$ cat src/rtl/bh_pkg.sv
// Shared types, ASCII constants and character helpers for the BH command parser.
package bh_pkg;

  typedef enum logic [2:0] {
    ST_IDLE,
    ST_GET_HEX,
    ST_GET_IDX,
    ST_GET_BIT,
    ST_WAIT_TERM,
    ST_FLUSH,
    ST_EXEC,
    ST_REPLY
  } state_t;

  typedef enum logic [1:0] {
    CMD_LED,
    CMD_SET,
    CMD_QUERY
  } cmd_t;

  localparam logic [7:0] ASC_CR = 8'h0D;
  localparam logic [7:0] ASC_LF = 8'h0A;
  localparam logic [7:0] ASC_K  = 8'h4B;
  localparam logic [7:0] ASC_E  = 8'h45;
  localparam logic [7:0] ASC_L  = 8'h4C;
  localparam logic [7:0] ASC_S  = 8'h53;
  localparam logic [7:0] ASC_Q  = 8'h3F;
  localparam logic [7:0] ASC_0  = 8'h30;
  localparam logic [7:0] ASC_1  = 8'h31;
  localparam logic [7:0] ASC_3  = 8'h33;

  function automatic logic [7:0] to_upper(input logic [7:0] c);
    if (c >= 8'h61 && c <= 8'h7A) begin
      return c - 8'h20;
    end else begin
      return c;
    end
  endfunction

  function automatic logic is_term(input logic [7:0] c);
    return (c == ASC_CR) || (c == ASC_LF);
  endfunction

endpackage

$ cat src/rtl/bh_hex_ascii.sv
// Combinational ASCII hex digit decoder (case-insensitive, with valid flag)
// and nibble to uppercase ASCII hex encoder.
module bh_hex_ascii
  import bh_pkg::*;
(
  input  logic [7:0] asc,
  output logic [3:0] nib,
  output logic       nib_valid,
  input  logic [3:0] val,
  output logic [7:0] hex_asc
);

  logic [7:0] up;

  // Decode one ASCII character into a hex nibble.
  always_comb begin
    up        = to_upper(asc);
    nib       = 4'h0;
    nib_valid = 1'b0;
    if (up >= 8'h30 && up <= 8'h39) begin
      nib       = up[3:0];
      nib_valid = 1'b1;
    end else if (up >= 8'h41 && up <= 8'h46) begin
      // 'A'..'F' carry 1..6 in the low nibble
      nib       = up[3:0] + 4'd9;
      nib_valid = 1'b1;
    end else begin
      nib       = 4'h0;
      nib_valid = 1'b0;
    end
  end

  // Encode a nibble as uppercase ASCII hex.
  always_comb begin
    if (val < 4'd10) begin
      hex_asc = 8'h30 + {4'h0, val};
    end else begin
      hex_asc = 8'h37 + {4'h0, val};
    end
  end

endmodule

$ cat src/rtl/bh_cmd_parser.sv
// Framed ASCII LED command parser with one-byte acknowledge.
// Optional frame timeout enabled by defining BH_CMD_TIMEOUT_EN.
module bh_cmd_parser
  import bh_pkg::*;
#(
  parameter int unsigned TIMEOUT_CYC = 50_000_000,
  parameter logic [3:0]  LED_RST     = 4'h0
) (
  input  logic       sys_clk,
  input  logic       sys_rst,
  input  logic       rx_done,
  input  logic [7:0] rx_data,
  input  logic       tx_ready,
  output logic       tx_en,
  output logic [7:0] tx_data,
  output logic [3:0] led,
  output logic       frame_err
);

  state_t     state_r, state_nx, cur_s;
  cmd_t       cmd_r, cmd_nx;
  logic [3:0] nib_r, nib_nx;
  logic [1:0] idx_r, idx_nx;
  logic       bit_r, bit_nx;
  logic [3:0] led_r, led_nx;
  logic       tx_en_r, tx_en_nx;
  logic [7:0] tx_data_r, tx_data_nx;
  logic       frame_err_r, frame_err_nx;

  logic [3:0] dec_nib_s;
  logic       dec_valid_s;
  logic [7:0] enc_asc_s;
  logic [7:0] rx_up_s;
  logic       rx_term_s;
  logic       timeout_hit_s;

  bh_hex_ascii u_hex (
    .asc       (rx_data),
    .nib       (dec_nib_s),
    .nib_valid (dec_valid_s),
    .val       (led_r),
    .hex_asc   (enc_asc_s)
  );

  assign rx_up_s   = to_upper(rx_data);
  assign rx_term_s = is_term(rx_data);

`ifdef BH_CMD_TIMEOUT_EN
  logic [31:0] tmo_cnt_r;
  logic        parse_st_s;

  assign parse_st_s = (state_r == ST_GET_HEX) || (state_r == ST_GET_IDX) ||
                      (state_r == ST_GET_BIT) || (state_r == ST_WAIT_TERM) ||
                      (state_r == ST_FLUSH);
  assign timeout_hit_s = parse_st_s && (tmo_cnt_r == 32'(TIMEOUT_CYC - 32'd1));

  // Idle-cycle counter inside an open frame.
  always_ff @(posedge sys_clk) begin
    if (sys_rst) begin
      tmo_cnt_r <= 32'd0;
    end else if (rx_done || !parse_st_s || timeout_hit_s) begin
      tmo_cnt_r <= 32'd0;
    end else begin
      tmo_cnt_r <= tmo_cnt_r + 32'd1;
    end
  end
`else
  assign timeout_hit_s = 1'b0;
`endif

  // Next-state and datapath decisions.
  always_comb begin
    cur_s        = timeout_hit_s ? ST_IDLE : state_r;
    state_nx     = cur_s;
    cmd_nx       = cmd_r;
    nib_nx       = nib_r;
    idx_nx       = idx_r;
    bit_nx       = bit_r;
    led_nx       = led_r;
    tx_en_nx     = 1'b0;
    tx_data_nx   = tx_data_r;
    frame_err_nx = timeout_hit_s;

    case (cur_s)
      ST_IDLE: begin
        if (rx_done) begin
          if (rx_up_s == ASC_L) begin
            cmd_nx   = CMD_LED;
            state_nx = ST_GET_HEX;
          end else if (rx_up_s == ASC_S) begin
            cmd_nx   = CMD_SET;
            state_nx = ST_GET_IDX;
          end else if (rx_data == ASC_Q) begin
            cmd_nx   = CMD_QUERY;
            state_nx = ST_WAIT_TERM;
          end else if (rx_term_s) begin
            state_nx = ST_IDLE;
          end else begin
            state_nx = ST_FLUSH;
          end
        end else begin
          state_nx = cur_s;
        end
      end
      ST_GET_HEX, ST_GET_IDX, ST_GET_BIT: begin
        if (rx_done) begin
          if (rx_term_s) begin
            // frame cut short: reject immediately, nothing left to flush
            tx_data_nx   = ASC_E;
            frame_err_nx = 1'b1;
            state_nx     = ST_REPLY;
          end else if (cur_s == ST_GET_HEX && dec_valid_s) begin
            nib_nx   = dec_nib_s;
            state_nx = ST_WAIT_TERM;
          end else if (cur_s == ST_GET_IDX && rx_data >= ASC_0 && rx_data <= ASC_3) begin
            idx_nx   = rx_data[1:0];
            state_nx = ST_GET_BIT;
          end else if (cur_s == ST_GET_BIT && (rx_data == ASC_0 || rx_data == ASC_1)) begin
            bit_nx   = rx_data[0];
            state_nx = ST_WAIT_TERM;
          end else begin
            state_nx = ST_FLUSH;
          end
        end else begin
          state_nx = cur_s;
        end
      end
      ST_WAIT_TERM: begin
        if (rx_done) begin
          state_nx = rx_term_s ? ST_EXEC : ST_FLUSH;
        end else begin
          state_nx = cur_s;
        end
      end
      ST_FLUSH: begin
        if (rx_done && rx_term_s) begin
          tx_data_nx   = ASC_E;
          frame_err_nx = 1'b1;
          state_nx     = ST_REPLY;
        end else begin
          state_nx = cur_s;
        end
      end
      ST_EXEC: begin
        frame_err_nx = rx_done;
        state_nx     = ST_REPLY;
        case (cmd_r)
          CMD_LED: begin
            led_nx     = nib_r;
            tx_data_nx = ASC_K;
          end
          CMD_SET: begin
            led_nx[idx_r] = bit_r;
            tx_data_nx    = ASC_K;
          end
          CMD_QUERY: begin
            tx_data_nx = enc_asc_s;
          end
          default: begin
            tx_data_nx = ASC_E;
          end
        endcase
      end
      ST_REPLY: begin
        frame_err_nx = rx_done;
        if (tx_ready) begin
          tx_en_nx = 1'b1;
          state_nx = ST_IDLE;
        end else begin
          state_nx = cur_s;
        end
      end
      default: begin
        state_nx = ST_IDLE;
      end
    endcase
  end

  // State and registered outputs.
  always_ff @(posedge sys_clk) begin
    if (sys_rst) begin
      state_r     <= ST_IDLE;
      cmd_r       <= CMD_LED;
      nib_r       <= 4'h0;
      idx_r       <= 2'd0;
      bit_r       <= 1'b0;
      led_r       <= LED_RST;
      tx_en_r     <= 1'b0;
      tx_data_r   <= 8'h00;
      frame_err_r <= 1'b0;
    end else begin
      state_r     <= state_nx;
      cmd_r       <= cmd_nx;
      nib_r       <= nib_nx;
      idx_r       <= idx_nx;
      bit_r       <= bit_nx;
      led_r       <= led_nx;
      tx_en_r     <= tx_en_nx;
      tx_data_r   <= tx_data_nx;
      frame_err_r <= frame_err_nx;
    end
  end

  assign tx_en     = tx_en_r;
  assign tx_data   = tx_data_r;
  assign led       = led_r;
  assign frame_err = frame_err_r;

endmodule

$ cat config.mk
export PLATFORM = sky130hd
export DESIGN_NAME = bh_cmd_parser
export DESIGN_NICKNAME = d
export VERILOG_FILES = /design/src/rtl/bh_pkg.sv /design/src/rtl/bh_hex_ascii.sv /design/src/rtl/bh_cmd_parser.sv
export SDC_FILE = /design/constraint.sdc
export NUM_CORES = 1
export LEC_CHECK = 0
export ABC_AREA = 1
export BUFFER_PORTS_ARGS = -buffer_cell sky130_fd_sc_hd__buf_4
export CORE_MARGIN = 3
export CORE_UTILIZATION = 62
export CTS_CLUSTER_DIAMETER = 40
export DETAILED_ROUTE_END_ITERATION = 10
export PLACE_DENSITY = 0.92
export SYNTH_ARGS = -nofsm -noshare
export SYNTH_HDL_FRONTEND = slang
export SYNTH_HIERARCHICAL = 1
export SYNTH_SLANG_ARGS = --single-unit
$ cat constraint.sdc
create_clock -name sys_clk -period 3.13 [get_ports sys_clk]
set_input_delay 0 -clock sys_clk [delete_from_list [all_inputs] [get_ports sys_clk]]
set_output_delay 0 -clock sys_clk [all_outputs]
set_load 0.01 [all_outputs]
==> report_table.html, run 1 <==
<table>
<tr><th>Metric</th><th>Value</th></tr>
<tr><th colspan="2">Run status</th></tr>
<tr><td>Outcome</td><td>complete, no violations</td></tr>
<tr><th colspan="2">Clocking</th></tr>
<tr><td>Clock root buffer</td><td>sky130_fd_sc_hd__clkbuf_4</td></tr>
<tr><td>Level count of the clock H-tree</td><td>1</td></tr>
<tr><td>Clock Latency Late Sink</td><td>0.31 ns</td></tr>
<tr><td>Number of gates given a new drive strength after cts</td><td>0</td></tr>
<tr><td>Clock buffer count from CTS</td><td>3</td></tr>
<tr><td>Clock tree from TritonCTS</td><td>yes</td></tr>
<tr><td>Num Clock Sinks</td><td>26</td></tr>
<tr><td>Clock Pin Slew Worst Setup and Hold Paths</td><td>0.13 ns</td></tr>
<tr><td>Buffer depth of the longest clock path</td><td>2</td></tr>
<tr><th colspan="2">Setup path</th></tr>
<tr><td>Worst-path cell with the longest stage delay</td><td>sky130_fd_sc_hd__or2_0</td></tr>
<tr><td>Crit Path Class</td><td>in -&gt; reg</td></tr>
<tr><td>Dominant delay contributor by cell family on the critical path</td><td>simple AND/OR/NAND/NOR gates</td></tr>
<tr><td>Capture instance of the worst register-to-register path</td><td>led[1]</td></tr>
<tr><td>RR Startpoint</td><td>cur_s[1]</td></tr>
<tr><td>Sort of element at the start of the critical path</td><td>input pin</td></tr>
<tr><td>Worst-path cell chain</td><td>buf_4, inv_1, ha_1, nor2_1, nand3_1, nand2_1, nand2_4, nand3_2, nand2_1, nor2_2, nand3_1, nand2_1, nand3_1, or2_0, o21ai_1, a21oi_1</td></tr>
<tr><td>Arrival time worst endpoint</td><td>2.00 ns</td></tr>
<tr><td>Depth of the critical timing path with buffers and inverters included</td><td>16</td></tr>
<tr><td>End point of the critical path</td><td>nib_r[2]</td></tr>
<tr><td>Crit path max fanout</td><td>10</td></tr>
<tr><td>Worst r2r path cells</td><td>6</td></tr>
<tr><td>Worst R2R Setup Slack</td><td>1.65 ns</td></tr>
<tr><td>Bufs and invs on worst path</td><td>2</td></tr>
<tr><td>Worst path max stage delay</td><td>0.38 ns</td></tr>
<tr><td>First element of the critical path</td><td>rx_data[1]</td></tr>
<tr><td>Required time worst endpoint</td><td>3.33 ns</td></tr>
<tr><td>Kind of capture point of the worst setup path</td><td>flop</td></tr>
<tr><th colspan="2">Final layout</th></tr>
<tr><td>Final Net Count</td><td>360</td></tr>
<tr><td>Antenna cell count</td><td>0</td></tr>
<tr><td>Signed area change from the synthesized netlist to the final layout</td><td>15.40%</td></tr>
<tr><td>Fraction of layout instances using a drive strength above 1</td><td>20.06%</td></tr>
<tr><td>Non-filler cells, final</td><td>381</td></tr>
<tr><th colspan="2">Floorplan</th></tr>
<tr><td>Die width</td><td>62.07 um</td></tr>
<tr><td>Core Region</td><td>0.002877 sq mm</td></tr>
<tr><td>Floorplan die area</td><td>0.003853 sq mm</td></tr>
<tr><td>Chip height</td><td>62.07 um</td></tr>
<tr><td>Number of top-level pins</td><td>26</td></tr>
<tr><td>Placement row count</td><td>19</td></tr>
<tr><td>Starting utilization of the core area</td><td>67.77%</td></tr>
<tr><th colspan="2">Hold path</th></tr>
<tr><td>Count of cells along the worst hold path</td><td>3</td></tr>
<tr><td>Hold Path Class</td><td>in -&gt; reg</td></tr>
<tr><th colspan="2">Yosys</th></tr>
<tr><td>Average size of a mapped cell</td><td>6.268 sq um</td></tr>
<tr><td>Number of unique standard cell types used by synthesis</td><td>31</td></tr>
<tr><td>Top cell type's share of synthesized area</td><td>26.70%</td></tr>
<tr><td>Syn Inst Count</td><td>311</td></tr>
<tr><td>Cell types occupying the most area after synthesis</td><td>sky130_fd_sc_hd__dfxtp_1 (27%), sky130_fd_sc_hd__nand2_1 (13%), sky130_fd_sc_hd__a21oi_1 (7.7%)</td></tr>
<tr><td>Total of flip-flops plus latches after synthesis</td><td>26</td></tr>
<tr><td>Synthesis warning total</td><td>6</td></tr>
<tr><td>Netlist Area Pre-Place</td><td>0.001949 sq mm</td></tr>
<tr><td>Top cell type by total area after synthesis</td><td>sky130_fd_sc_hd__dfxtp_1</td></tr>
<tr><td>Net count after synthesis</td><td>331</td></tr>
<tr><td>Sequential element share of the synthesized area</td><td>26.70%</td></tr>
<tr><th colspan="2">GRT</th></tr>
<tr><td>Number of global-route vias before repair</td><td>1884</td></tr>
<tr><td>Most congested layer reported by global routing</td><td>met2</td></tr>
<tr><td>Global route overflow</td><td>0</td></tr>
<tr><td>Met3 Usage GRT</td><td>3.306%</td></tr>
<tr><td>Wire length of the first global-routing pass</td><td>7.603 mm</td></tr>
<tr><td>Met1 Usage GRT</td><td>32.33%</td></tr>
<tr><td>GR Layer Usage met2</td><td>43.79%</td></tr>
<tr><td>Largest net degree at the start of global routing</td><td>18</td></tr>
<tr><td>Antenna violations before repair</td><td>0</td></tr>
<tr><td>All-layer global routing usage</td><td>25.29%</td></tr>
<tr><th colspan="2">Timing</th></tr>
<tr><td>Final-report setup violation count</td><td>0</td></tr>
<tr><td>Clock tree skew after final layout</td><td>0.004975 ns</td></tr>
<tr><td>Final number of hold-violating endpoints</td><td>0</td></tr>
<tr><td>Final hold slack</td><td>0.01375 ns</td></tr>
<tr><td>Unrepaired setup endpoints after global routing</td><td>false</td></tr>
<tr><td>Setup Total Neg Slack</td><td>0 ns</td></tr>
<tr><td>Max-slew violation count</td><td>0</td></tr>
<tr><td>F_max</td><td>555.2 MHz</td></tr>
<tr><td>Final clock period utilization by the worst path</td><td>57.54%</td></tr>
<tr><td>Shortest period the worst path allows</td><td>1.801 ns</td></tr>
<tr><td>Final worst-path setup slack</td><td>1.329 ns</td></tr>
<tr><th colspan="2">Route</th></tr>
<tr><td>Detail Route Antenna Nets</td><td>0</td></tr>
<tr><td>Number of design-rule violations left by the first detailed-router iteration</td><td>121</td></tr>
<tr><td>Via Count</td><td>2073</td></tr>
<tr><td>DR DRC count</td><td>0</td></tr>
<tr><td>Number of iterations in the first detailed-routing pass</td><td>4</td></tr>
<tr><td>Average vias per placed instance</td><td>5.441</td></tr>
<tr><td>Drt wl/cell</td><td>11.70 um</td></tr>
<tr><td>WL final</td><td>4.459 mm</td></tr>
<tr><th colspan="2">Placed design</th></tr>
<tr><td>Worst Setup Slack post-DPL</td><td>1.010 ns</td></tr>
<tr><td>Total placed cells including tap cells</td><td>374</td></tr>
<tr><td>Gp weighted congestion</td><td>0.9239</td></tr>
<tr><td>Number of buffer cells added on primary ports</td><td>25</td></tr>
<tr><td>HPWL after DPL</td><td>3.489 mm</td></tr>
<tr><th colspan="2">Pwr</th></tr>
<tr><td>Worst ir drop on vdd</td><td>0.0002762 V</td></tr>
<tr><td>Leakage power of the design</td><td>0.001064 uW</td></tr>
<tr><td>Cell area power density</td><td>363.0 mW/mm^2</td></tr>
<tr><th colspan="2">Run</th></tr>
<tr><td>Max-capacitance violation count</td><td>0</td></tr>
</table>
cell usage after synthesis (all sizes together):
library cell,count
nand2,76
nand3b,1
o21ai,27
nor3b,2
nand4,8
o32ai,1
nor2,37
nor3,3
or2,2
inv,50
o211ai,1
nand3,23
xor2,3
ha,8
a31oi,2
a21oi,34
o22a,2
dfxtp,26
conb,1
clkbuf,2
buf,2
stage by stage:
| step | area [sq um] | total power, uW | utilization, % |
|---|---|---|---|
| floorplan | 1949 | 522.6 | - |
| global placement | 2167 | 584.6 | 75.34 |
| detailed placement | 2167 | 590.2 | 75.34 |
| CTS | 2250 | 815.2 | 78.21 |
| global route | 2250 | 867.4 | 78.21 |
| finish | 2250 | 816.5 | 78.21 |
layer usage:
metal	wire, um	part of all wire [%]
met4	49	1.1
met5	0	0
met2	2167	49
met3	241	5.4
met1	2001	45
area by class of cell:
type / instances / area (sq um)
clock buffer: 3 / 22.52
tap: 42 / 52.55
fill: 234 / 626.9
inverter: 50 / 187.7
multi-input combinational: 231 / 1219
clock inverter: 1 / 30.03
timing repair buffer: 28 / 217.7
sequential: 26 / 520.5
what timing repair did:
action                                 CTS  global route
buffers inserted                         0             0
hold buffers                             3             0
endpoints found under the hold margin   11             0
how the worst min path moves through the flow:
| stage | slack, ns | to | from |
|---|---|---|---|
| after floorplan | 0.13 | tx_en | tx_ready |
| after global placement | 0.25 | cmd_r[1] | sys_rst |
| after detailed placement | 0.25 | tx_data[4] | sys_rst |
| after CTS | 0.01 | idx_r[0] | rx_data[0] |
| after global routing | 0.02 | idx_r[0] | rx_data[0] |
| final | 0.01 | idx_r[0] | rx_data[0] |
cells in the final DEF, fill, tap and decap left out, types with 2 or more instances in the layout:
| cell type | netlist | routed |
|---|---|---|
| sky130_fd_sc_hd__dlygate4sd3_1 | 0 | 3 |
| sky130_fd_sc_hd__clkbuf_4 | 0 | 3 |
| sky130_fd_sc_hd__dfxtp_1 | 26 | 26 |
| sky130_fd_sc_hd__o22a_1 | 2 | 2 |
| sky130_fd_sc_hd__nor2_2 | 7 | 7 |
| sky130_fd_sc_hd__nand2_4 | 2 | 2 |
| sky130_fd_sc_hd__nor3b_1 | 2 | 2 |
| sky130_fd_sc_hd__xor2_1 | 3 | 3 |
| sky130_fd_sc_hd__nand3_2 | 2 | 2 |
| sky130_fd_sc_hd__o21ai_1 | 9 | 9 |
| sky130_fd_sc_hd__a21oi_4 | 2 | 2 |
| sky130_fd_sc_hd__a31oi_1 | 2 | 2 |
| sky130_fd_sc_hd__a21oi_2 | 2 | 2 |
| sky130_fd_sc_hd__nor2_1 | 30 | 30 |
| sky130_fd_sc_hd__nand2_1 | 70 | 70 |
| sky130_fd_sc_hd__nand2_2 | 4 | 4 |
| sky130_fd_sc_hd__nand4_1 | 8 | 8 |
| sky130_fd_sc_hd__buf_4 | 2 | 25 |
| sky130_fd_sc_hd__inv_1 | 34 | 34 |
| sky130_fd_sc_hd__ha_1 | 8 | 8 |
| sky130_fd_sc_hd__inv_2 | 16 | 16 |
| sky130_fd_sc_hd__o21ai_2 | 4 | 4 |
| sky130_fd_sc_hd__a21oi_1 | 30 | 30 |
| sky130_fd_sc_hd__nand3_1 | 21 | 21 |
| sky130_fd_sc_hd__nor3_1 | 3 | 3 |
| sky130_fd_sc_hd__o21ai_0 | 14 | 14 |
tightest hold or removal path: stages:
cell	delay [ns]
sky130_fd_sc_hd__buf_4	0.15
sky130_fd_sc_hd__inv_2	0.08
sky130_fd_sc_hd__a21oi_1	0.06
where the power goes:
group	internal (uW)	switching, uW
logic	82.3	145
clock network	129	96.0
registers	348	16.5
cells by family (layout without fill, tap and decap cells):
| logic type | after synthesis | after routing | share of synthesized area [%] |
|---|---|---|---|
| buffers and inverters | 54 | 82 | 10.78 |
| DFF | 26 | 26 | 26.70 |
| xor gates and xnor gates | 3 | 3 | 1.348 |
| adders and majority gates | 8 | 8 | 5.135 |
| AOI/OAI and AO/OA | 67 | 67 | 20.35 |
| other | 1 | 1 | 0.1924 |
| and+or+nand+nor | 152 | 152 | 35.49 |
state kept, by name (all words and copies together), names as in the netlist:
register / flops
bit_r: 1
cmd_r: 2
cur_s: 3
frame_err: 1
idx_r: 2
led: 4
nib_r: 4
tx_data: 8
tx_en: 1
No activity file was read; power rests on OpenSTA's default activity.
==> run 2, diff against run 1 <==
Settings changed: CORE_UTILIZATION 62 to 58, PLACE_DENSITY 0.92 to 0.87.
Clock period 3.13 ns to 1.7 ns, I/O delays scaled along.
==> run 2 against run 1 <==
- clock skew shrank 0.0016 ns
- combinational power is 100% higher
- clock power up 34%
- clock-buffer cell count up 1
- utilization shrank 1.2 points
- sequential power increased by 84%
- worst hold slack better by 0.12 ns
- critical path depth is the same
- register-to-register slack worse by 1.4 ns
- final cell count increased by 5.8%
- first-iteration DRC count rose by 33%
==> report_table.html, run 2 (synthesis results as in run 1) <==
<table>
<tr><th>Metric</th><th>Value</th></tr>
<tr><th colspan="2">Pwr</th></tr>
<tr><td>Clock network power share</td><td>21.2% (was 27.6%)</td></tr>
<tr><td>Cell area power density</td><td>591.9 mW/mm^2 (was 363.0 mW/mm^2)</td></tr>
<tr><td>Leakage power of the design</td><td>0.001155 uW (was 0.001064 uW)</td></tr>
<tr><td>Share of total power consumed by net switching</td><td>33.13% (was 31.52%)</td></tr>
<tr><td>Psw</td><td>472.1 uW (was 257.4 uW)</td></tr>
<tr><td>Worst ir drop on vdd</td><td>0.0003112 V (was 0.0002762 V)</td></tr>
<tr><td>Power after layout</td><td>1425 uW (was 816.5 uW)</td></tr>
<tr><td>Cell Int Power</td><td>952.7 uW (was 559.1 uW)</td></tr>
<tr><td>Part of the total power dissipated in sequential elements</td><td>46.9% (was 44.6%)</td></tr>
<tr><td>Combinational share of power</td><td>31.9% (was 27.8%)</td></tr>
<tr><th colspan="2">Setup path</th></tr>
<tr><td>Worst r2r path cells</td><td>7 (was 6)</td></tr>
<tr><td>Required time worst endpoint</td><td>1.95 ns (was 3.33 ns)</td></tr>
<tr><td>Arrival time worst endpoint</td><td>1.79 ns (was 2.00 ns)</td></tr>
<tr><td>Crit path max fanout</td><td>5 (was 10)</td></tr>
<tr><td>First element of the critical path</td><td>rx_data[1] (unchanged)</td></tr>
<tr><td>Kind of capture point of the worst setup path</td><td>flop (unchanged)</td></tr>
<tr><td>Worst R2R Setup Slack</td><td>0.21 ns (was 1.65 ns)</td></tr>
<tr><td>RR Startpoint</td><td>cur_s[1] (unchanged)</td></tr>
<tr><td>Capture instance of the worst register-to-register path</td><td>tx_data[6] (was led[1])</td></tr>
<tr><td>Crit Path Class</td><td>in -&gt; reg (unchanged)</td></tr>
<tr><td>Sort of element at the start of the critical path</td><td>input pin (unchanged)</td></tr>
<tr><th colspan="2">Final layout</th></tr>
<tr><td>Fraction of layout instances using a drive strength above 1</td><td>26.18% (was 20.06%)</td></tr>
<tr><td>Most common cell after layout, fill and taps aside</td><td>sky130_fd_sc_hd__nand2_1 (unchanged)</td></tr>
<tr><td>Largest register FFs</td><td>8 (unchanged)</td></tr>
<tr><td>Highest-count cells in the layout ignoring fill and taps</td><td>sky130_fd_sc_hd__nand2_1 (69), sky130_fd_sc_hd__buf_4 (45), sky130_fd_sc_hd__inv_1 (33), sky130_fd_sc_hd__nor2_1 (30), sky130_fd_sc_hd__a21oi_1 (29) (was sky130_fd_sc_hd__nand2_1 (70), sky130_fd_sc_hd__inv_1 (34), sky130_fd_sc_hd__nor2_1 (30), sky130_fd_sc_hd__a21oi_1 (30), sky130_fd_sc_hd__dfxtp_1 (26))</td></tr>
<tr><td>Design area</td><td>0.002407 sq mm (was 0.002250 sq mm)</td></tr>
<tr><td>Antenna cell count</td><td>0 (unchanged)</td></tr>
<tr><td>Final core utilization</td><td>76.96% (was 78.21%)</td></tr>
<tr><td>Area used by multi-input combinational logic</td><td>0.001240 sq mm (was 0.001219 sq mm)</td></tr>
<tr><td>Flip-flop and latch area</td><td>520.5 sq um (unchanged)</td></tr>
<tr><td>Final Net Count</td><td>380 (was 360)</td></tr>
<tr><td># fillers</td><td>259 (was 234)</td></tr>
<tr><td>Non-filler cells, final</td><td>403 (was 381)</td></tr>
<tr><td>Signed area change from the synthesized netlist to the final layout</td><td>23.49% (was 15.40%)</td></tr>
<tr><th colspan="2">Floorplan</th></tr>
<tr><td>Die width</td><td>63.98 um (was 62.07 um)</td></tr>
<tr><td>Number of top-level pins</td><td>26 (unchanged)</td></tr>
<tr><td>Placement row count</td><td>20 (was 19)</td></tr>
<tr><td>Chip height</td><td>63.98 um (was 62.07 um)</td></tr>
<tr><td>Floorplan die area</td><td>0.004093 sq mm (was 0.003853 sq mm)</td></tr>
<tr><td>Starting utilization of the core area</td><td>62.32% (was 67.77%)</td></tr>
<tr><td>Core Region</td><td>0.003128 sq mm (was 0.002877 sq mm)</td></tr>
<tr><th colspan="2">Run status</th></tr>
<tr><td>Outcome</td><td>complete, no violations (unchanged)</td></tr>
<tr><th colspan="2">Route</th></tr>
<tr><td>Drt wl/cell</td><td>11.31 um (was 11.70 um)</td></tr>
<tr><td>Average vias per placed instance</td><td>5.226 (was 5.441)</td></tr>
<tr><td>WL final</td><td>4.559 mm (was 4.459 mm)</td></tr>
<tr><td>Number of iterations in the first detailed-routing pass</td><td>4 (unchanged)</td></tr>
<tr><td>Number of design-rule violations left by the first detailed-router iteration</td><td>161 (was 121)</td></tr>
<tr><td>Via Count</td><td>2106 (was 2073)</td></tr>
<tr><td>DR DRC count</td><td>0 (unchanged)</td></tr>
<tr><td>Detail Route Antenna Nets</td><td>0 (unchanged)</td></tr>
<tr><th colspan="2">Timing</th></tr>
<tr><td>Unrepaired setup endpoints after global routing</td><td>false (unchanged)</td></tr>
<tr><td>Max-slew violation count</td><td>0 (unchanged)</td></tr>
<tr><td>Clock tree skew after final layout</td><td>0.003369 ns (was 0.004975 ns)</td></tr>
<tr><td>Final clock period utilization by the worst path</td><td>90.32%</td></tr>
<tr><td>Shortest period the worst path allows</td><td>1.535 ns</td></tr>
<tr><td>Final number of hold-violating endpoints</td><td>0 (unchanged)</td></tr>
<tr><td>F_max</td><td>651.3 MHz</td></tr>
<tr><td>Final-report setup violation count</td><td>0 (unchanged)</td></tr>
<tr><td>Setup Total Neg Slack</td><td>0 ns (unchanged)</td></tr>
<tr><th colspan="2">GRT</th></tr>
<tr><td>Number of global-route vias before repair</td><td>1941 (was 1884)</td></tr>
<tr><td>Most congested layer reported by global routing</td><td>met2 (unchanged)</td></tr>
<tr><td>Wire length of the first global-routing pass</td><td>7.914 mm (was 7.603 mm)</td></tr>
<tr><td>Largest net degree at the start of global routing</td><td>18 (unchanged)</td></tr>
<tr><td>GR Layer Usage met2</td><td>41.29% (was 43.79%)</td></tr>
<tr><td>Met1 Usage GRT</td><td>29.10% (was 32.33%)</td></tr>
<tr><td>All-layer global routing usage</td><td>23.19% (was 25.29%)</td></tr>
<tr><td>Met3 Usage GRT</td><td>2.988% (was 3.306%)</td></tr>
<tr><td>Global route overflow</td><td>0 (unchanged)</td></tr>
<tr><td>Antenna violations before repair</td><td>0 (unchanged)</td></tr>
<tr><th colspan="2">Clocking</th></tr>
<tr><td>Clock Latency Late Sink</td><td>0.31 ns (about the same)</td></tr>
<tr><td>Buffer depth of the longest clock path</td><td>2 (unchanged)</td></tr>
<tr><td>Clock root buffer</td><td>sky130_fd_sc_hd__clkbuf_4 (unchanged)</td></tr>
<tr><td>Clock tree from TritonCTS</td><td>yes (unchanged)</td></tr>
<tr><td>Number of buffers inserted by post-CTS setup repair</td><td>0 (unchanged)</td></tr>
<tr><td>Level count of the clock H-tree</td><td>1 (unchanged)</td></tr>
<tr><td>Clock buffer count from CTS</td><td>3 (unchanged)</td></tr>
<tr><td>Clock Pin Slew Worst Setup and Hold Paths</td><td>0.13 ns (about the same)</td></tr>
<tr><td>Num Clock Sinks</td><td>26 (unchanged)</td></tr>
<tr><th colspan="2">Run</th></tr>
<tr><td>Max-capacitance violation count</td><td>0 (unchanged)</td></tr>
<tr><th colspan="2">Placed design</th></tr>
<tr><td>Placed standard-cell area</td><td>0.002322 sq mm (was 0.002167 sq mm)</td></tr>
<tr><td>Total placed cells including tap cells</td><td>396 (was 374)</td></tr>
<tr><td>HPWL after DPL</td><td>3.608 mm (was 3.489 mm)</td></tr>
<tr><td>Gp weighted congestion</td><td>0.8883 (was 0.9239)</td></tr>
<tr><td>Number of buffer cells added on primary ports</td><td>25 (unchanged)</td></tr>
<tr><th colspan="2">Hold path</th></tr>
<tr><td>Count of cells along the worst hold path</td><td>4 (was 3)</td></tr>
<tr><td>Critical hold path startpoint</td><td>rx_data[0] (unchanged)</td></tr>
<tr><td>Hold Path Class</td><td>in -&gt; reg (unchanged)</td></tr>
<tr><td>End of the worst hold path</td><td>bit_r (was idx_r[0])</td></tr>
</table>
## run 2: how the worst max path moves through the flow
stage               endpoint  slack [ns]  cells after the start
floorplan           nib_r[0]      0.0008                     16
global route        cur_s[0]       0.009                     20
finish              nib_r[2]        0.16                     16
CTS                 nib_r[0]        0.11                     16
global placement    nib_r[0]       -0.11                     16
detailed placement  nib_r[0]       -0.23                     15
## run 2: power by group through the flow
stage	logic, uW	clock network [uW]	registers [uW]
after floorplan	278	0	684
after global placement	432	0	680
after detailed placement	440	0	682
after CTS	449	308	668
after global routing	510	336	673
final	455	302	668
## run 2: worst max-delay path: stages
cell,delay (ns)
sky130_fd_sc_hd__buf_4,0.09
sky130_fd_sc_hd__inv_1,0.05
sky130_fd_sc_hd__ha_2,0.17
sky130_fd_sc_hd__nor2_1,0.08
sky130_fd_sc_hd__nand3_1,0.11
sky130_fd_sc_hd__nand2_2,0.11
sky130_fd_sc_hd__nand2_4,0.07
sky130_fd_sc_hd__nand3_2,0.09
sky130_fd_sc_hd__nand2_1,0.07
sky130_fd_sc_hd__nor2_2,0.13
sky130_fd_sc_hd__nand3_1,0.10
sky130_fd_sc_hd__nand2_1,0.07
sky130_fd_sc_hd__nand3_1,0.09
sky130_fd_sc_hd__or2_4,0.27
sky130_fd_sc_hd__buf_4,0.15
sky130_fd_sc_hd__a21oi_1,0.14
## run 2: stage by stage
step / setup slack [ns] / hold slack [ns]
6_report: 0.1646 / 0.1298
5_1_grt: 0.008823 / 0.1532
4_1_cts: 0.1107 / 0.1245
3_5_place_dp: -0.2298 / 0.2512
3_3_place_gp: -0.1102 / 0.2504
2_1_floorplan: 0.0008239 / 0.1283
## run 2: what timing repair did
item,in CTS,in global routing
gates resized for setup,0,7
setup endpoints to repair,0,7
hold buffers,3,0
endpoints found under the hold margin,11,0
## run 2: area by class of cell
class | instances | area share, %
multi-input cells | 231 | 51.51
repair buffers | 48 | 15.28
well taps | 44 | 2.287
clock buffers | 4 | 1.507
flip-flops and latches | 26 | 21.62
inverters | 50 | 7.796
## run 2: routing by layer
metal	vias to the layer above	part of all wire, %	routed length (um)
li1	1104	-	-
met1	950	46	2086
met2	48	49	2239
met3	4	4.0	181
met4	0	1.1	51
met5	-	0	0
==> run 3, diff against run 2 <==
Settings changed: CORE_UTILIZATION 58 to 57, SLEW_MARGIN from default to 20, SYNTH_HIERARCHICAL 1 to default.
==> run 3 against run 2 <==
- largest power group unchanged
- first-iteration DRC count is 14% higher
- largest cell class unchanged
- utilization is 2.1 points higher
- flip-flop and latch count is 1 lower
- sequential share of layout area is 0.49 points higher
==> report_table.html, run 3 <==
<table>
<tr><th>Metric</th><th>Value</th></tr>
<tr><th colspan="2">Floorplan</th></tr>
<tr><td>Placement row count</td><td>19 (was 20)</td></tr>
<tr><td>Chip height</td><td>62.32 um (was 63.98 um)</td></tr>
<tr><td>Number of top-level pins</td><td>26 (unchanged)</td></tr>
<tr><td>Starting utilization of the core area</td><td>62.85% (was 62.32%)</td></tr>
<tr><td>Core Region</td><td>0.002877 sq mm (was 0.003128 sq mm)</td></tr>
<tr><td>Die width</td><td>62.32 um (was 63.98 um)</td></tr>
<tr><td>Floorplan die area</td><td>0.003884 sq mm (was 0.004093 sq mm)</td></tr>
<tr><th colspan="2">Timing</th></tr>
<tr><td>Final number of hold-violating endpoints</td><td>0 (unchanged)</td></tr>
<tr><td>Final hold slack</td><td>0.05363 ns (was 0.1298 ns)</td></tr>
<tr><td>Unrepaired setup endpoints after global routing</td><td>false (unchanged)</td></tr>
<tr><td>Clock tree skew after final layout</td><td>0.02200 ns (was 0.003369 ns)</td></tr>
<tr><td>F_max</td><td>641.0 MHz (was 651.3 MHz)</td></tr>
<tr><td>Setup Total Neg Slack</td><td>0 ns (unchanged)</td></tr>
<tr><td>Shortest period the worst path allows</td><td>1.560 ns (was 1.535 ns)</td></tr>
<tr><td>Final-report setup violation count</td><td>0 (unchanged)</td></tr>
<tr><td>Max-slew violation count</td><td>0 (unchanged)</td></tr>
<tr><td>Final clock period utilization by the worst path</td><td>91.76% (was 90.32%)</td></tr>
<tr><th colspan="2">Final layout</th></tr>
<tr><td>Most common cell after layout, fill and taps aside</td><td>sky130_fd_sc_hd__nand2_1 (unchanged)</td></tr>
<tr><td>Area used by multi-input combinational logic</td><td>0.001122 sq mm (was 0.001240 sq mm)</td></tr>
<tr><td>Final core utilization</td><td>79.08% (was 76.96%)</td></tr>
<tr><td># fillers</td><td>207 (was 259)</td></tr>
<tr><td>Antenna cell count</td><td>0 (unchanged)</td></tr>
<tr><td>Design area</td><td>0.002275 sq mm (was 0.002407 sq mm)</td></tr>
<tr><td>Flip-flop and latch area</td><td>503.0 sq um (was 520.5 sq um)</td></tr>
<tr><td>Fraction of layout instances using a drive strength above 1</td><td>22.92% (was 26.18%)</td></tr>
<tr><td>Final Net Count</td><td>357 (was 380)</td></tr>
<tr><td>Non-filler cells, final</td><td>378 (was 403)</td></tr>
<tr><td>Largest register FFs</td><td>7 (was 8)</td></tr>
<tr><td>Signed area change from the synthesized netlist to the final layout</td><td>25.81% (was 23.49%)</td></tr>
<tr><td>Highest-count cells in the layout ignoring fill and taps</td><td>sky130_fd_sc_hd__nand2_1 (51), sky130_fd_sc_hd__inv_1 (48), sky130_fd_sc_hd__buf_4 (47), sky130_fd_sc_hd__nor2_1 (42), sky130_fd_sc_hd__dfxtp_1 (23) (was sky130_fd_sc_hd__nand2_1 (69), sky130_fd_sc_hd__buf_4 (45), sky130_fd_sc_hd__inv_1 (33), sky130_fd_sc_hd__nor2_1 (30), sky130_fd_sc_hd__a21oi_1 (29))</td></tr>
<tr><th colspan="2">Run status</th></tr>
<tr><td>Outcome</td><td>complete, no violations (unchanged)</td></tr>
<tr><th colspan="2">Yosys</th></tr>
<tr><td>Syn Inst Count</td><td>288 (was 311)</td></tr>
<tr><td>Compound-Gate Fraction of Synth Area</td><td>17.23% (was 20.35%)</td></tr>
<tr><td>Top cell type by total area after synthesis</td><td>sky130_fd_sc_hd__dfxtp_1 (unchanged)</td></tr>
<tr><td>Post-synthesis share of cell area spent on xor and xnor gates</td><td>0.9689% (was 1.348%)</td></tr>
<tr><td>Most instantiated library cell after synthesis</td><td>sky130_fd_sc_hd__nand2_1 (unchanged)</td></tr>
<tr><td>Leading cell types by count after synthesis</td><td>sky130_fd_sc_hd__nand2_1 (53), sky130_fd_sc_hd__inv_1 (48), sky130_fd_sc_hd__nor2_1 (43) (was sky130_fd_sc_hd__nand2_1 (70), sky130_fd_sc_hd__inv_1 (34), sky130_fd_sc_hd__a21oi_1 (30), sky130_fd_sc_hd__nor2_1 (30), sky130_fd_sc_hd__dfxtp_1 (26))</td></tr>
<tr><td>Number of unique standard cell types used by synthesis</td><td>35 (was 31)</td></tr>
<tr><td>Cell types occupying the most area after synthesis</td><td>sky130_fd_sc_hd__dfxtp_1 (28%), sky130_fd_sc_hd__nand2_1 (11%), sky130_fd_sc_hd__inv_1 (10%) (was sky130_fd_sc_hd__dfxtp_1 (27%), sky130_fd_sc_hd__nand2_1 (13%), sky130_fd_sc_hd__a21oi_1 (7.7%))</td></tr>
<tr><td>Netlist Area Pre-Place</td><td>0.001808 sq mm (was 0.001949 sq mm)</td></tr>
<tr><td>Sequential element share of the synthesized area</td><td>27.68% (was 26.70%)</td></tr>
<tr><td>Top cell type's share of synthesized area</td><td>27.68% (was 26.70%)</td></tr>
<tr><td>Synth async-reset ratio</td><td>0% (unchanged)</td></tr>
<tr><td>Net count after synthesis</td><td>308 (was 331)</td></tr>
<tr><td>Total of flip-flops plus latches after synthesis</td><td>25 (was 26)</td></tr>
<tr><td>Average size of a mapped cell</td><td>6.278 sq um (was 6.268 sq um)</td></tr>
<tr><td>Adder-Cell Fraction of Synth Area</td><td>5.536% (was 5.135%)</td></tr>
<tr><td>Synthesis warning total</td><td>0 (was 6)</td></tr>
<tr><td>Area fraction in and, or, nand and nor cells after synthesis</td><td>36.26% (was 35.49%)</td></tr>
<tr><td>EDFF count, synth</td><td>0 (unchanged)</td></tr>
<tr><td>Most used flip-flop cell after synthesis</td><td>sky130_fd_sc_hd__dfxtp_1 (unchanged)</td></tr>
<tr><td>Main combinational cell family by area after synthesis</td><td>simple AND/OR/NAND/NOR gates (unchanged)</td></tr>
<tr><td>Fraction of synthesized area in multiplexers</td><td>0% (unchanged)</td></tr>
<tr><th colspan="2">Route</th></tr>
<tr><td>Number of design-rule violations left by the first detailed-router iteration</td><td>183 (was 161)</td></tr>
<tr><td>Drt wl/cell</td><td>12.91 um (was 11.31 um)</td></tr>
<tr><td>Via Count</td><td>2017 (was 2106)</td></tr>
<tr><td>Number of iterations in the first detailed-routing pass</td><td>4 (unchanged)</td></tr>
<tr><td>WL final</td><td>4.880 mm (was 4.559 mm)</td></tr>
<tr><td>DR DRC count</td><td>0 (unchanged)</td></tr>
<tr><td>Average vias per placed instance</td><td>5.336 (was 5.226)</td></tr>
<tr><td>Detail Route Antenna Nets</td><td>0 (unchanged)</td></tr>
<tr><th colspan="2">Clocking</th></tr>
<tr><td>Number of buffers inserted by post-CTS setup repair</td><td>0 (unchanged)</td></tr>
<tr><td>Clock Latency Late Sink</td><td>0.34 ns (was 0.31 ns)</td></tr>
<tr><td>Clock Pin Slew Worst Setup and Hold Paths</td><td>0.13 ns (about the same)</td></tr>
<tr><td>Num Clock Sinks</td><td>25 (was 26)</td></tr>
<tr><td>Level count of the clock H-tree</td><td>1 (unchanged)</td></tr>
<tr><td>Clock tree from TritonCTS</td><td>yes (unchanged)</td></tr>
<tr><td>Clock buffer count from CTS</td><td>3 (unchanged)</td></tr>
<tr><td>Buffer depth of the longest clock path</td><td>2 (unchanged)</td></tr>
<tr><td>Clock root buffer</td><td>sky130_fd_sc_hd__clkbuf_4 (unchanged)</td></tr>
<tr><th colspan="2">GRT</th></tr>
<tr><td>Antenna violations before repair</td><td>0 (unchanged)</td></tr>
<tr><td>Number of global-route vias before repair</td><td>1821 (was 1941)</td></tr>
<tr><td>All-layer global routing usage</td><td>25.09% (was 23.19%)</td></tr>
<tr><td>Largest net degree at the start of global routing</td><td>16 (was 18)</td></tr>
<tr><td>Wire length of the first global-routing pass</td><td>8.162 mm (was 7.914 mm)</td></tr>
<tr><td>Global route overflow</td><td>0 (unchanged)</td></tr>
<tr><th colspan="2">Run</th></tr>
<tr><td>Max-capacitance violation count</td><td>0 (unchanged)</td></tr>
<tr><th colspan="2">Hold path</th></tr>
<tr><td>Hold Path Class</td><td>in -&gt; reg (unchanged)</td></tr>
<tr><td>Critical hold path startpoint</td><td>rx_data[3] (was rx_data[0])</td></tr>
<tr><th colspan="2">Placed design</th></tr>
<tr><td>Number of buffer cells added on primary ports</td><td>24 (was 25)</td></tr>
<tr><td>HPWL after DPL</td><td>3.581 mm (was 3.608 mm)</td></tr>
<tr><td>Gp weighted congestion</td><td>1.075 (was 0.8883)</td></tr>
<tr><td>Placed standard-cell area</td><td>0.002178 sq mm (was 0.002322 sq mm)</td></tr>
<tr><td>Total placed cells including tap cells</td><td>371 (was 396)</td></tr>
<tr><th colspan="2">Setup path</th></tr>
<tr><td>CP dominant cell by count</td><td>sky130_fd_sc_hd__nand2_2 (was sky130_fd_sc_hd__nand3_1)</td></tr>
<tr><td>Crit path max fanout</td><td>7 (was 5)</td></tr>
<tr><td>Crit Path Class</td><td>in -&gt; reg (unchanged)</td></tr>
<tr><td>Required time worst endpoint</td><td>1.94 ns (was 1.95 ns)</td></tr>
<tr><td>RR Startpoint</td><td>cur_s[2] (was cur_s[1])</td></tr>
<tr><td>Sort of element at the start of the critical path</td><td>input pin (unchanged)</td></tr>
<tr><td>Worst-path cell chain</td><td>buf_4, inv_1, buf_4, ha_1, nand3_2, nand2_2, nand2_4, nand3_1, nand2_2, nor2_4, nand3_1, nand2_2, nand2_2, nand2_4, nand3_4, o21bai_1, nor2_1 (was buf_4, inv_1, ha_2, nor2_1, nand3_1, nand2_2, nand2_4, nand3_2, nand2_1, nor2_2, nand3_1, nand2_1, nand3_1, or2_4, buf_4, a21oi_1)</td></tr>
<tr><td>First element of the critical path</td><td>rx_data[1] (unchanged)</td></tr>
<tr><td>Kind of capture point of the worst setup path</td><td>flop (unchanged)</td></tr>
<tr><td>Worst path max stage delay</td><td>0.19 ns (was 0.27 ns)</td></tr>
<tr><td>Worst-path cell with the longest stage delay</td><td>sky130_fd_sc_hd__nor2_4 (was sky130_fd_sc_hd__or2_4)</td></tr>
<tr><td>Arrival time worst endpoint</td><td>1.80 ns (was 1.79 ns)</td></tr>
<tr><th colspan="2">Pwr</th></tr>
<tr><td>Leakage power of the design</td><td>0.001147 uW (was 0.001155 uW)</td></tr>
<tr><td>Cell area power density</td><td>643.1 mW/mm^2 (was 591.9 mW/mm^2)</td></tr>
<tr><td>Worst ir drop on vdd</td><td>0.0005008 V (was 0.0003112 V)</td></tr>
</table>
==> run 3: where the power goes <==
part           internal (uW)  leakage, uW  total, uW  switching (uW)
clock                   90.3    0.0000139        283             193
combinational            220     0.000930        529             308
sequential               623     0.000203        651            28.4
==> run 3: final cells by class <==
type / count / share of cell area, %
well taps: 42 / 2.310
inverters: 49 / 8.086
clock buffers: 3 / 0.9901
repair buffers: 50 / 16.83
multi-input cells: 208 / 49.34
clock inverters: 1 / 0.3300
flip-flops and latches: 25 / 22.11
==> run 3: worst max-delay path, delay by kind of cell <==
family	cells	cell delay (ns)
AO/OA/AOI/OAI	1	0.14
AND/OR/NAND/NOR	12	1.15
adder cells (fa/ha/maj)	1	0.17
buffers and inverters	3	0.33
==> run 3: layer usage <==
metal / GRT usage [%] / up-vias / routed length (um)
li1: - / 1029 / -
met1: 34.18 / 916 / 2181
met2: 41.40 / 63 / 2356
met3: 4.505 / 9 / 271
met4: 5.510 / 0 / 71
met5: 0 / - / 0
==> run 3: cell families after synthesis <==
kind of cell | after synthesis
simple gates | 143
buf+inv | 55
compound gates | 54
flops | 25
fa+ha+maj | 8
xor+xnor | 2
other cells | 1
==> run 3: path summary, 6_finish.rpt <==
kind,to,slack [ns],depth (start not counted)
min,nib_r[3],0.05,4
max,nib_r[0],0.14,17
min reg2reg,tx_data[4],0.47,2
max reg2reg,tx_data[6],0.15,8
==> run 3: per-stage QoR <==
step	setup WS (ns)	power, uW
after floorplan	0.09866	957.8
final	0.1400	1463
after global placement	-0.1575	1137
after global routing	0.008195	1550
after detailed placement	-0.2442	1150
after CTS	0.1019	1434
==> run 3: timing repair <==
item                                    4_1_cts  5_1_grt
hold buffers                                  3        0
hold endpoints to repair                     12        0
gates resized for setup                       0       12
endpoints found under the setup margin        0       12
